$ cat src/rtl/pong_pkg.sv
// Shared types and constants for the Pong game-state controller.
package pong_pkg;

    localparam int unsigned BCD_W            = 4;
    localparam int unsigned SCORE_W          = 2 * BCD_W;
    localparam int unsigned BALL_W           = 2;
    localparam int unsigned TIMER_W          = 8;
    localparam int unsigned BALLS_INIT_DEF   = 3;
    localparam int unsigned TIMER_FRAMES_DEF = 120;

    typedef enum logic [1:0] {
        ST_NEWGAME = 2'd0,
        ST_PLAY    = 2'd1,
        ST_NEWBALL = 2'd2,
        ST_OVER    = 2'd3
    } state_t;

    // Two-digit BCD increment, {tens, ones}; 99 wraps to 00.
    function automatic logic [SCORE_W-1:0] bcd2_inc(input logic [SCORE_W-1:0] v);
        logic [BCD_W-1:0] d0;
        logic [BCD_W-1:0] d1;
        d0 = v[BCD_W-1:0];
        d1 = v[SCORE_W-1:BCD_W];
        if (d0 == BCD_W'(9)) begin
            d0 = '0;
            if (d1 == BCD_W'(9)) begin
                d1 = '0;
            end else begin
                d1 = d1 + BCD_W'(1);
            end
        end else begin
            d0 = d0 + BCD_W'(1);
        end
        return {d1, d0};
    endfunction

endpackage

$ cat src/rtl/bcd_counter2.sv
// Two-digit BCD counter with synchronous clear (priority) and increment.
module bcd_counter2
    import pong_pkg::*;
(
    input  logic             clk,
    input  logic             reset_n,
    input  logic             inc,
    input  logic             clr,
    output logic [BCD_W-1:0] d0,
    output logic [BCD_W-1:0] d1
);

    logic [BCD_W-1:0] r_d0;
    logic [BCD_W-1:0] r_d1;

    // Count register: clear wins over increment.
    always_ff @(posedge clk or negedge reset_n) begin
        if (!reset_n) begin
            r_d0 <= '0;
            r_d1 <= '0;
        end else if (clr) begin
            r_d0 <= '0;
            r_d1 <= '0;
        end else if (inc) begin
            {r_d1, r_d0} <= bcd2_inc({r_d1, r_d0});
        end
    end

    assign d0 = r_d0;
    assign d1 = r_d1;

endmodule

$ cat src/rtl/pong_game_ctrl.sv
// Pong game-state and score controller: phase FSM, BCD score, balls left,
// pause timer and region enables for the text/graphics overlay.
// Optional high-score tracking is built when PONG_HIGH_SCORE_EN is defined.
module pong_game_ctrl
    import pong_pkg::*;
#(
    parameter int unsigned BALLS_INIT   = BALLS_INIT_DEF,
    parameter int unsigned TIMER_FRAMES = TIMER_FRAMES_DEF
) (
    input  logic             clk,
    input  logic             reset_n,
    input  logic             btn,
    input  logic             refr_tick,
    input  logic             hit,
    input  logic             miss,
    output logic [BCD_W-1:0] dig0,
    output logic [BCD_W-1:0] dig1,
    output logic [BALL_W-1:0] ball,
    output logic             rule_en,
    output logic             over_en,
    output logic             play_en,
    output logic             serve,
    output logic [BCD_W-1:0] hi_dig0,
    output logic [BCD_W-1:0] hi_dig1
);

    state_t              r_state;
    state_t              w_state_nxt;
    logic                r_btn_q;
    logic                r_armed;
    logic                w_btn_rise;
    logic [TIMER_W-1:0]  r_timer;
    logic                w_timer_done;
    logic [BALL_W-1:0]   r_ball;
    logic                r_serve;
    logic                r_rule_en;
    logic                r_over_en;
    logic                r_play_en;
    logic                w_enter_play;
    logic                w_load_timer;
    logic                w_ball_dec;
    logic                w_ball_reload;
    logic                w_score_inc;
    logic                w_score_clr;
    logic [BCD_W-1:0]    w_dig0;
    logic [BCD_W-1:0]    w_dig1;

    // Button edge detect; a button already held when reset releases is not a press.
    always_ff @(posedge clk or negedge reset_n) begin
        if (!reset_n) begin
            r_btn_q <= 1'b0;
            r_armed <= 1'b0;
        end else begin
            r_btn_q <= btn;
            r_armed <= 1'b1;
        end
    end

    assign w_btn_rise   = btn & ~r_btn_q & r_armed;
    assign w_timer_done = (r_timer == '0);

    // State register.
    always_ff @(posedge clk or negedge reset_n) begin
        if (!reset_n) begin
            r_state <= ST_NEWGAME;
        end else begin
            r_state <= w_state_nxt;
        end
    end

    // Next-state and per-transition action decode.
    always_comb begin
        w_state_nxt   = r_state;
        w_enter_play  = 1'b0;
        w_load_timer  = 1'b0;
        w_ball_dec    = 1'b0;
        w_ball_reload = 1'b0;
        w_score_inc   = 1'b0;
        w_score_clr   = 1'b0;
        case (r_state)
            ST_NEWGAME: begin
                if (w_btn_rise) begin
                    w_state_nxt  = ST_PLAY;
                    w_enter_play = 1'b1;
                    w_ball_dec   = 1'b1;
                end
            end
            ST_PLAY: begin
                w_score_inc = hit;
                if (miss) begin
                    w_load_timer = 1'b1;
                    w_state_nxt  = (r_ball == '0) ? ST_OVER : ST_NEWBALL;
                end
            end
            ST_NEWBALL: begin
                if (w_timer_done && w_btn_rise) begin
                    w_state_nxt  = ST_PLAY;
                    w_enter_play = 1'b1;
                    w_ball_dec   = 1'b1;
                end
            end
            ST_OVER: begin
                if (w_timer_done) begin
                    w_state_nxt   = ST_NEWGAME;
                    w_ball_reload = 1'b1;
                    w_score_clr   = 1'b1;
                end
            end
            default: begin
                w_state_nxt = ST_NEWGAME;
            end
        endcase
    end

    // Pause timer: a load on the same cycle as a frame tick swallows the tick.
    always_ff @(posedge clk or negedge reset_n) begin
        if (!reset_n) begin
            r_timer <= '0;
        end else if (w_load_timer) begin
            r_timer <= TIMER_W'(TIMER_FRAMES - 1);
        end else if (refr_tick && !w_timer_done) begin
            r_timer <= r_timer - TIMER_W'(1);
        end
    end

    // Balls remaining.
    always_ff @(posedge clk or negedge reset_n) begin
        if (!reset_n) begin
            r_ball <= BALL_W'(BALLS_INIT);
        end else if (w_ball_reload) begin
            r_ball <= BALL_W'(BALLS_INIT);
        end else if (w_ball_dec) begin
            r_ball <= r_ball - BALL_W'(1);
        end
    end

    // Region enables and serve pulse, registered from the next state.
    always_ff @(posedge clk or negedge reset_n) begin
        if (!reset_n) begin
            r_rule_en <= 1'b1;
            r_over_en <= 1'b0;
            r_play_en <= 1'b0;
            r_serve   <= 1'b0;
        end else begin
            r_rule_en <= (w_state_nxt == ST_NEWGAME);
            r_over_en <= (w_state_nxt == ST_OVER);
            r_play_en <= (w_state_nxt == ST_PLAY);
            r_serve   <= w_enter_play;
        end
    end

    bcd_counter2 u_score (
        .clk     (clk),
        .reset_n (reset_n),
        .inc     (w_score_inc),
        .clr     (w_score_clr),
        .d0      (w_dig0),
        .d1      (w_dig1)
    );

`ifdef PONG_HIGH_SCORE_EN
    logic [BCD_W-1:0]   r_hi_dig0;
    logic [BCD_W-1:0]   r_hi_dig1;
    logic [SCORE_W-1:0] w_score_final;
    logic               w_hi_latch;

    // Final score includes a hit that lands on the same cycle as the last miss.
    assign w_score_final = w_score_inc ? bcd2_inc({w_dig1, w_dig0}) : {w_dig1, w_dig0};
    assign w_hi_latch    = (r_state == ST_PLAY) && (w_state_nxt == ST_OVER);

    // High score: packed BCD compares correctly as binary, tens digit first.
    always_ff @(posedge clk or negedge reset_n) begin
        if (!reset_n) begin
            r_hi_dig0 <= '0;
            r_hi_dig1 <= '0;
        end else if (w_hi_latch && (w_score_final > {r_hi_dig1, r_hi_dig0})) begin
            {r_hi_dig1, r_hi_dig0} <= w_score_final;
        end
    end

    assign hi_dig0 = r_hi_dig0;
    assign hi_dig1 = r_hi_dig1;
`else
    assign hi_dig0 = '0;
    assign hi_dig1 = '0;
`endif

    assign dig0    = w_dig0;
    assign dig1    = w_dig1;
    assign ball    = r_ball;
    assign rule_en = r_rule_en;
    assign over_en = r_over_en;
    assign play_en = r_play_en;
    assign serve   = r_serve;

endmodule
$ cat config.mk
export PLATFORM = sky130hd
export DESIGN_NAME = pong_game_ctrl
export DESIGN_NICKNAME = d
export VERILOG_FILES = /design/src/rtl/pong_pkg.sv /design/src/rtl/bcd_counter2.sv /design/src/rtl/pong_game_ctrl.sv
export SDC_FILE = /design/constraint.sdc
export NUM_CORES = 1
export LEC_CHECK = 0
export BUFFER_PORTS_ARGS = -buffer_cell sky130_fd_sc_hd__buf_2
export CAP_MARGIN = 30
export CORE_MARGIN = 5
export CORE_UTILIZATION = 40
export CTS_BUF_LIST = sky130_fd_sc_hd__clkbuf_4 sky130_fd_sc_hd__clkbuf_8
export DETAILED_ROUTE_END_ITERATION = 12
export HOLD_SLACK_MARGIN = 0.02
export PLACE_DENSITY = 0.7
export SLEW_MARGIN = 20
export SYNTH_ARGS = -nofsm -noshare
export SYNTH_HDL_FRONTEND = slang
export SYNTH_SLANG_ARGS = --single-unit
$ cat constraint.sdc
create_clock -name clk -period 2 [get_ports clk]
set_input_delay 0.5 -clock clk [delete_from_list [all_inputs] [get_ports clk]]
set_output_delay 0.5 -clock clk [all_outputs]
set_load 0.05 [all_outputs]
==> flow_summary.json, run 1 <==
{
  "rsz0062_at_grt": "no",
  "cts.reportedPaths.clkPinSlew_ns": 0.14,
  "hold_violations": 0,
  "first_pass_iters": 4,
  "grt_overflow": 0,
  "dp.cells": 220,
  "grt_pass1_vias": 1097,
  "synth_compound_area_share_pct": 13.1,
  "finalNetCount": 190,
  "hp-class": "primary input to async pin",
  "drive_gt1_share_pct": 18.8,
  "gp_congestion": 0.756,
  "post_drt_wl_per_cell_um": 12.6,
  "ir_drop_uv": 778,
  "syn_to_final_growth_pct": 12.2,
  "powerDensity_nw_per_um2": 1330,
  "via_per_inst": 5.19,
  "p_leak_nw": 0.782,
  "worstSetupPathType": "flop to flop",
  "rows": 22,
  "clock_sinks": 26,
  "endpoint_kind": "flop",
  "synth_xor_area_share_pct": 1.81,
  "min_period_ns": 1.84,
  "grt_start_max_net_pins": 27,
  "die_w_um": 70.3,
  "required_ns": 2.26,
  "pin_count": 28,
  "muxShareOfSynthArea_pct": 2.75,
  "cts_buffer_depth": 2,
  "clockRootBuffer": "clkbuf_4",
  "final_core_util_pct": 45.6,
  "grt_first_pass_wirelength_mm": 4.71,
  "drc_errors": 0,
  "syn_area_sq_um": 1460,
  "path_max_fanout": 4,
  "final_cells": 224,
  "ys_warn_count": 0,
  "die_h_um": 70.3,
  "htreeDepth": 1,
  "crit_arrival_ns": 2.10,
  "via_count": 1163,
  "synth_flop_cell": "dfrtp_1",
  "tightest_slew_ns": 0.567,
  "max_freq_mhz": 544,
  "syn_inst": 155,
  "synth_edf_count": 0,
  "die_area_sq_um": 4940,
  "postSynthAreaPerCell_sq_um": 9.39,
  "antenna_cells": 0,
  "synth_fa_ha_area_share_pct": 6.02,
  "portBuffers": 19,
  "final-setup-viol-count": 0,
  "antenna_found_initial": 0,
  "status": "finished, final reports clean",
  "routed_wl_mm": 2.82,
  "post-route-period-util_pct": 91.9,
  "cp-start-kind": "flop",
  "async_flop_share_pct": 100,
  "synth_top_family_by_area": "simple AND/OR/NAND/NOR gates",
  "ctsResizeCount": 0,
  "ys_seq_elements": 26,
  "yosysSeqAreaShare_pct": 45.0,
  "clock_latency_ns": 0.32,
  "skew_ns": 0.00157,
  "ys_types": 41,
  "design.core.area_sq_um": 3580,
  "dr.first_iter.drc_count": 49,
  "post_cts_buffers": 0,
  "hpwlAfterDp_mm": 2.07,
  "cts_tree": "yes",
  "start_util_pct": 40.7,
  "cts_hold_buf": 0,
  "fin_tns_setup_ns": 0,
  "synth_simple_gate_area_share_pct": 23.6,
  "final_max_slew_viol_count": 0,
  "cts_buffers": 3,
  "final_antenna_net_count": 0,
  "max_slew_margin_pct": 62.2,
  "max_cap_violations": 0,
  "grt_usage_pct": 11.4
}
kinds of logic (layout without fill, tap and decap cells):
| group | Yosys count | after routing |
|---|---|---|
| buffers and inverters | 20 | 34 |
| AO/OA/AOI/OAI | 29 | 29 |
| multiplexers | 4 | 4 |
| adder cells (fa/ha/maj) | 7 | 7 |
| XOR/XNOR | 3 | 3 |
| flip-flops | 26 | 26 |
| AND/OR/NAND/NOR | 64 | 64 |
| other | 2 | 9 |
per-layer routing:
metal	GRT usage (%)	wire length, um	vias up
met5	0	0	-
met4	1.28	0	0
met3	3.45	172	0
met2	19.8	1380	33
met1	14.3	1260	558
li1	-	-	572
critical path, stage by stage (launching register included):
cell,delay [ns]
dfrtp_1,0.40
inv_1,0.11
ha_1,0.21
or3b_2,0.51
o21ai_1,0.22
o32ai_1,0.12
nor3_1,0.20
cell type report:
| type | instances | area (sq um) |
|---|---|---|
| Clock buffer | 3 | 22.5 |
| Clock inverter | 1 | 30.0 |
| Fill cell | 368 | 1950 |
| Inverter | 9 | 33.8 |
| Multi-Input combinational cell | 116 | 722 |
| Sequential cell | 26 | 654 |
| Tap cell | 48 | 60.1 |
| Timing Repair Buffer | 21 | 110 |
worst paths after layout:
| kind | start | end | slack, ns | cells after the start |
|---|---|---|---|---|
| setup / recovery | r_timer[0] | ball[1] | 0.16 | 6 |
| hold / removal | reset_n | u_score.d1[3] | 0.14 | 1 |
| min in group clk | btn | r_btn_q | 0.28 | 1 |
| setup reg to reg | r_timer[0] | ball[1] | 0.16 | 6 |
| hold reg to reg | u_score.d1[3] | u_score.d1[3] | 0.52 | 1 |
| max in group asynchronous | reset_n | rule_en | 1.48 | 1 |
placed cells by master (no fill, tap or decap), drive strengths merged, types with 6 or more instances in the layout:
| cell type | synthesis | layout |
|---|---|---|
| a21oi | 8 | 8 |
| buf | 8 | 21 |
| conb | 2 | 9 |
| dfrtp | 23 | 23 |
| ha | 7 | 7 |
| inv | 9 | 9 |
| nand2 | 14 | 14 |
| nor2 | 18 | 18 |
| nor3 | 6 | 6 |
| o21ai | 6 | 6 |
per-stage QoR:
stage | power [mW] | hold slack, ns | instance area (sq um) | setup WS, ns
final | 2.17 | 0.145 | 1630 | 0.161
after global routing | 2.31 | 0.179 | 1630 | 0.0358
after CTS | 2.18 | 0.162 | 1630 | 0.178
after detailed placement | 1.82 | 0.510 | 1580 | 0.221
after global placement | 1.80 | 0.508 | 1580 | 0.256
after floorplan | 1.61 | 0.204 | 1480 | 0.171
flip-flops by register name (all words and copies together), names as in the netlist:
name and count:
ball 2, over_en 1, play_en 1, r_armed 1
r_btn_q 1, r_state 2, r_timer 8, rule_en 1
serve 1, u_score.d0 4, u_score.d1 4
power breakdown:
group | leakage, nW | internal [mW] | switching (mW)
registers | 0.312 | 0.699 | 0.218
logic | 0.442 | 0.299 | 0.590
clock network | 0.0279 | 0.203 | 0.158
Yosys cell counts (4+ instances only):
master / number / area share (%)
nor3b_1: 4 / 2.1
o32ai_1: 4 / 2.4
inv_1: 9 / 2.3
nor2_1: 18 / 4.6
o21ai_0: 4 / 1.4
nor3_1: 5 / 1.7
nand2_1: 14 / 3.6
buf_4: 8 / 4.1
nand3_1: 4 / 1.4
dfrtp_1: 23 / 40
and3b_1: 4 / 2.4
a21oi_1: 8 / 2.8
mux2i_1: 4 / 2.8
ha_1: 7 / 6.0
Power figures use the tool's default switching activity.
==> run 2, diff against run 1 <==
--- a/config.mk
+++ b/config.mk
@@ -13,6 +13,7 @@
 export DETAILED_ROUTE_END_ITERATION = 12
 export HOLD_SLACK_MARGIN = 0.02
 export PLACE_DENSITY = 0.7
+export SETUP_SLACK_MARGIN = 0.2
 export SLEW_MARGIN = 20
 export SYNTH_ARGS = -nofsm -noshare
 export SYNTH_HDL_FRONTEND = slang
==> run 2 against run 1 <==
Effect of this change:
- sequential power about the same
- register-to-register slack better by 0.10 ns
- utilization up 0.73 points
- total power up 1.0%
- global-route usage up 0.12 points
- critical path type unchanged
- largest cell class unchanged
==> flow_summary.json, run 2 (synthesis gave the netlist of run 1 again) <==
{
  "status": "finished, final reports clean",
  "drive_gt1_share_pct": 22.6,
  "final_core_util_pct": 46.4,
  "final_antenna_net_count": 0,
  "max_freq_mhz": 576,
  "cts.reportedPaths.clkPinSlew_ns": 0.14,
  "max_cap_violations": 0,
  "whs_ns": 0.140,
  "cts_tree": "yes",
  "power_switching_uw": 969,
  "via_count": 1146,
  "required_ns": 2.27,
  "rsz0062_at_grt": "no",
  "cts_buffer_depth": 2,
  "die_h_um": 70.3,
  "r2r_slack_ns": 0.26,
  "p_sw_share_pct": 44.3,
  "die_area_sq_um": 4940,
  "routed_wl_mm": 2.79,
  "seqPwrFrac_pct": 41.8,
  "start_util_pct": 40.7,
  "hpwlAfterDp_mm": 2.03,
  "regMostFlops": "r_timer",
  "combPwrFrac_pct": 41.8,
  "min_period_ns": 1.74,
  "grt_first_pass_wirelength_mm": 4.72,
  "grt_start_max_net_pins": 27,
  "p_leak_nw": 0.790,
  "tightest_slew_ns": 0.554,
  "drc_errors": 0,
  "final_cell_mix": "dfrtp_1, buf_2, nor2_1",
  "cp-start-kind": "flop",
  "endpoint_kind": "flop",
  "antenna_found_initial": 0,
  "post_cts_buffers": 0,
  "r2r_end": "r_timer[6]",
  "cts_hold_buf": 0,
  "layout_commonest_cell": "dfrtp_1",
  "clock_latency_ns": 0.32,
  "crit_arrival_ns": 2.01,
  "max_slew_margin_pct": 63.1,
  "skew_ns": 0.00505,
  "hp-class": "primary input to async pin",
  "hold_violations": 0,
  "first_pass_iters": 4,
  "pin_count": 28,
  "cts_buffers": 3,
  "clock_sinks": 26,
  "post_drt_wl_per_cell_um": 12.4,
  "final_cell_area_sq_um": 1660,
  "die_w_um": 70.3,
  "via_per_inst": 5.09,
  "final-setup-viol-count": 0,
  "portBuffers": 19,
  "postPlaceCellArea_sq_um": 1590,
  "path_max_fanout": 6,
  "rr_startpoint": "r_timer[2]",
  "clockRootBuffer": "clkbuf_4",
  "dr.first_iter.drc_count": 38,
  "design.core.area_sq_um": 3580,
  "worstRegToRegCells": 3,
  "p_int_mw": 1.22,
  "syn_to_final_growth_pct": 14.0,
  "gp_congestion": 0.760,
  "finalNetCount": 191,
  "worstSetupPathType": "flop to flop",
  "powerDensity_nw_per_um2": 1320,
  "htreeDepth": 1,
  "final_max_slew_viol_count": 0,
  "grt_overflow": 0,
  "largest_register_ffs": 8,
  "fin_tns_setup_ns": 0,
  "antenna_cells": 0,
  "p_clk_share_pct": 16.4,
  "ir_drop_uv": 891,
  "rows": 22,
  "grt_usage_pct": 11.5,
  "grt_pass1_vias": 1101,
  "post-route-period-util_pct": 86.9
}
run 2: cell types whose count changed in the layout (fill, tap and decap cells not counted), sizes merged:
cell and delta:
buf +1
run 2: layout make-up:
class                           instances  area [sq um]
Fill cell                             354          1920
Multi-Input combinational cell        116           739
Inverter                                9          33.8
Tap cell                               48          60.1
Clock inverter                          1          30.0
Sequential cell                        26           656
Timing Repair Buffer                   22           118
Clock buffer                            3          22.5
run 2: power groups by stage:
stage               registers, mW  clock network [mW]  logic (mW)
floorplan                    1.10                   0       0.512
global placement            0.918                   0       0.893
detailed placement          0.913                   0       0.905
CTS                         0.905               0.366       0.915
global route                0.951               0.387        1.01
finish                      0.915               0.359       0.915
run 2: worst max path at each step:
stage	startpoint	endpoint	slack [ns]	cells past startpoint
2_1_floorplan	u_score.d0[1]	u_score.d1[3]	0.23	6
3_3_place_gp	r_timer[0]	r_timer[0]	0.25	6
3_5_place_dp	r_timer[0]	ball[1]	0.17	6
4_1_cts	r_timer[0]	ball[1]	0.18	6
5_1_grt	u_score.d0[1]	u_score.d1[3]	0.20	6
6_report	r_timer[2]	r_timer[6]	0.26	3
run 2: timing repair:
| item | in CTS | in global routing |
|---|---|---|
| pin swaps | 0 | 1 |
| resized for setup | 2 | 4 |
| endpoints found under the setup margin | 2 | 17 |
run 2: metrics by stage:
step	setup slack, ns	power [mW]	std cells
after global placement	0.253	1.81	221
final	0.263	2.19	225
after CTS	0.176	2.19	225
after global routing	0.204	2.35	225
after floorplan	0.225	1.61	162
after detailed placement	0.170	1.82	221
run 2: layer usage:
metal / global-route usage (%) / part of all wire, %
met5: 0 / 0
met4: 2.77 / 1.3
met2: 19.0 / 46
met3: 3.45 / 6.8
met1: 14.7 / 46
run 2: critical path: stages, from the launching register on:
cell and delay [ns]:
dfrtp_1 0.48, or4_4 0.59, or4_1 0.52, nand3_1 0.10
==> run 3, diff against run 2 <==
--- a/config.mk
+++ b/config.mk
@@ -5,6 +5,7 @@
 export SDC_FILE = /design/constraint.sdc
 export NUM_CORES = 1
 export LEC_CHECK = 0
+export ABC_AREA = 1
 export BUFFER_PORTS_ARGS = -buffer_cell sky130_fd_sc_hd__buf_2
 export CAP_MARGIN = 30
 export CORE_MARGIN = 5
@@ -12,7 +13,7 @@
 export CTS_BUF_LIST = sky130_fd_sc_hd__clkbuf_4 sky130_fd_sc_hd__clkbuf_8
 export DETAILED_ROUTE_END_ITERATION = 12
 export HOLD_SLACK_MARGIN = 0.02
-export PLACE_DENSITY = 0.7
+export PLACE_DENSITY_LB_ADDON = 0.2
 export SETUP_SLACK_MARGIN = 0.2
 export SLEW_MARGIN = 20
 export SYNTH_ARGS = -nofsm -noshare
==> run 3 against run 2 <==
Effect of this change:
- wire length rose by 3.4%
- total power increased by 6.6%
- synthesized area up 5.8%
- cell count increased by 15%
- fmax increased by 8.8%
- critical path type is now flop to output port
- highest routed layer unchanged
==> flow_summary.json, run 3 <==
{
  "r2r_end": "u_score.d1[1]",
  "muxShareOfSynthArea_pct": 0,
  "ir_drop_uv": 594,
  "status": "finished, final reports clean",
  "grt_use_met2_pct": 17.9,
  "cts.reportedPaths.clkPinSlew_ns": 0.09,
  "clock_latency_ns": 0.28,
  "slowest_delay_ns": 0.56,
  "ys_seq_elements": 26,
  "cts_buffers": 3,
  "ys_types": 26,
  "required_ns": 1.50,
  "final_cell_area_sq_um": 1720,
  "antenna_found_initial": 0,
  "postPlaceCellArea_sq_um": 1660,
  "cp-start-kind": "flop",
  "preCtsSetupSlack_ns": 0.475,
  "syn_inst": 189,
  "drive_gt1_share_pct": 20.4,
  "use_met1_pct": 17.2,
  "via_count": 1202,
  "synth_flop_cell": "dfrtp_1",
  "combPwrFrac_pct": 47.6,
  "design.core.area_sq_um": 3690,
  "synth_xor_area_share_pct": 2.28,
  "max_slew_margin_pct": 61.8,
  "grt_overflow": 0,
  "pin_count": 28,
  "yosysMostFrequentCell": "nand2_1",
  "grt_usage_pct": 11.9,
  "first_pass_iters": 4,
  "synth_area_leaders": "dfrtp_1, nand2_1, nand3_1",
  "hp-class": "primary input to async pin",
  "worstRegToRegCells": 9,
  "largest_register_ffs": 8,
  "cp_slowest_cell": "dfstp_2",
  "start_util_pct": 41.7,
  "fill_cells": 378,
  "final_antenna_net_count": 0,
  "yosys.area.top_type_share_pct": 37.4,
  "whs_ns": 0.207,
  "p_int_mw": 1.20,
  "ys_top_cells_by_count": "nand2_1, dfrtp_1, inv_1",
  "p_sw_share_pct": 48.6,
  "syn_to_final_growth_pct": 11.5,
  "die_h_um": 72.0,
  "yosysSeqAreaShare_pct": 42.5,
  "crit_buf_inv": 1,
  "path_max_fanout": 4,
  "yosys.area.top_type": "dfrtp_1",
  "ys_warn_count": 0,
  "drc_errors": 0,
  "grt_first_pass_wirelength_mm": 4.96,
  "seqPwrFrac_pct": 37.4,
  "gp_congestion": 0.807,
  "r2r_slack_ns": 0.47,
  "portBuffers": 19,
  "cts_tree": "yes",
  "final_core_util_pct": 46.5,
  "synth_fa_ha_area_share_pct": 5.69,
  "cts_buffer_depth": 2,
  "p_leak_nw": 0.964,
  "grt.busiest_layer": "met2",
  "synth_top_family_by_area": "simple AND/OR/NAND/NOR gates",
  "dr.first_iter.drc_count": 59,
  "finalNetCount": 225,
  "fin_ws_ns": 0.404,
  "endpoint_kind": "output port",
  "syn_area_sq_um": 1540,
  "final_cell_mix": "nand2_1, dfrtp_1, inv_1",
  "rows": 22,
  "grt_pass1_vias": 1090,
  "htreeDepth": 1,
  "max_freq_mhz": 626,
  "final_cells": 259,
  "rr_startpoint": "r_timer[0]",
  "post_cts_buffers": 0,
  "final-setup-viol-count": 0,
  "crit_arrival_ns": 1.10,
  "via_per_inst": 4.64,
  "power_switching_mw": 1.13,
  "die_area_sq_um": 5190,
  "dp.cells": 255,
  "power_mw": 2.33,
  "die_w_um": 72.0,
  "rsz0062_at_grt": "no",
  "grt_start_max_net_pins": 27,
  "crit_family": "flip-flops",
  "clock_sinks": 26,
  "regMostFlops": "r_timer",
  "clockRootBuffer": "clkbuf_8",
  "layout_commonest_cell": "nand2_1",
  "synth_simple_gate_area_share_pct": 30.3,
  "routed_wl_mm": 2.88,
  "ctsResizeCount": 0,
  "hpwlAfterDp_mm": 2.18,
  "p_clk_share_pct": 15.0,
  "fin_tns_setup_ns": 0,
  "max_cap_violations": 0,
  "final_max_slew_viol_count": 0,
  "antenna_cells": 0,
  "powerDensity_nw_per_um2": 1360,
  "met3_usage_pct": 1.80,
  "cts_hold_buf": 0,
  "tightest_slew_ns": 0.573,
  "worstPathCellList": "buf_2",
  "async_flop_share_pct": 100,
  "synth_edf_count": 0,
  "postSynthAreaPerCell_sq_um": 8.14,
  "post-route-period-util_pct": 79.8,
  "post_drt_wl_per_cell_um": 11.1,
  "worstSetupPathType": "flop to output port",
  "hold_violations": 0,
  "min_period_ns": 1.60,
  "synth_compound_area_share_pct": 8.54,
  "skew_ns": 0.00403
}
run 3: cell types whose count changed after synthesis, moves of 4 or more:
cell and change:
mux2i_1 -4, o21ai_0 +6, inv_1 +13, o32ai_1 -4, nor3_1 -5, and3b_1 -4, nand2_1 +28, a21oi_1 -6
nand3_1 +15, nor3b_1 -4, nand4_1 +4
run 3: layer usage:
layer / share of wire, % / routed length, um
met1: 49 / 1430
met2: 44 / 1260
met3: 5.6 / 160
met4: 1.3 / 38
met5: 0 / 0
run 3: logic make-up after synthesis:
logic type,after synthesis
other,2
adders and majority gates,7
buffers and inverters,33
DFF,26
and+or+nand+nor,96
xor gates and xnor gates,4
AOI/OAI and AO/OA,21
run 3: how the worst max path moves through the flow:
stage,startpoint,endpoint,slack [ns],cells past startpoint
2_1_floorplan,u_score.d0[0],u_score.d1[0],0.44,6
3_3_place_gp,r_timer[0],u_score.d1[1],0.49,9
3_5_place_dp,r_timer[0],u_score.d1[0],0.47,9
4_1_cts,ball[0],ball[0],0.39,1
5_1_grt,r_timer[0],r_timer[4],0.30,7
6_report,ball[0],ball[0],0.40,1
run 3: cell type report:
class,count,area [sq um],share of cell area [%]
Multi-Input combinational cell,137,754,44.0
Clock buffer,4,55.1,3.21
Timing Repair Buffer,19,95.1,5.54
Sequential cell,26,654,38.1
Inverter,25,96.3,5.62
Tap cell,48,60.1,3.50
run 3: power by group through the flow:
stage	registers (mW)	clock network [mW]	logic, mW
detailed placement	0.881	0	1.12
CTS	0.873	0.359	1.12
finish	0.873	0.350	1.11
global route	0.904	0.378	1.24
global placement	0.881	0	1.12
floorplan	1.09	0	0.678
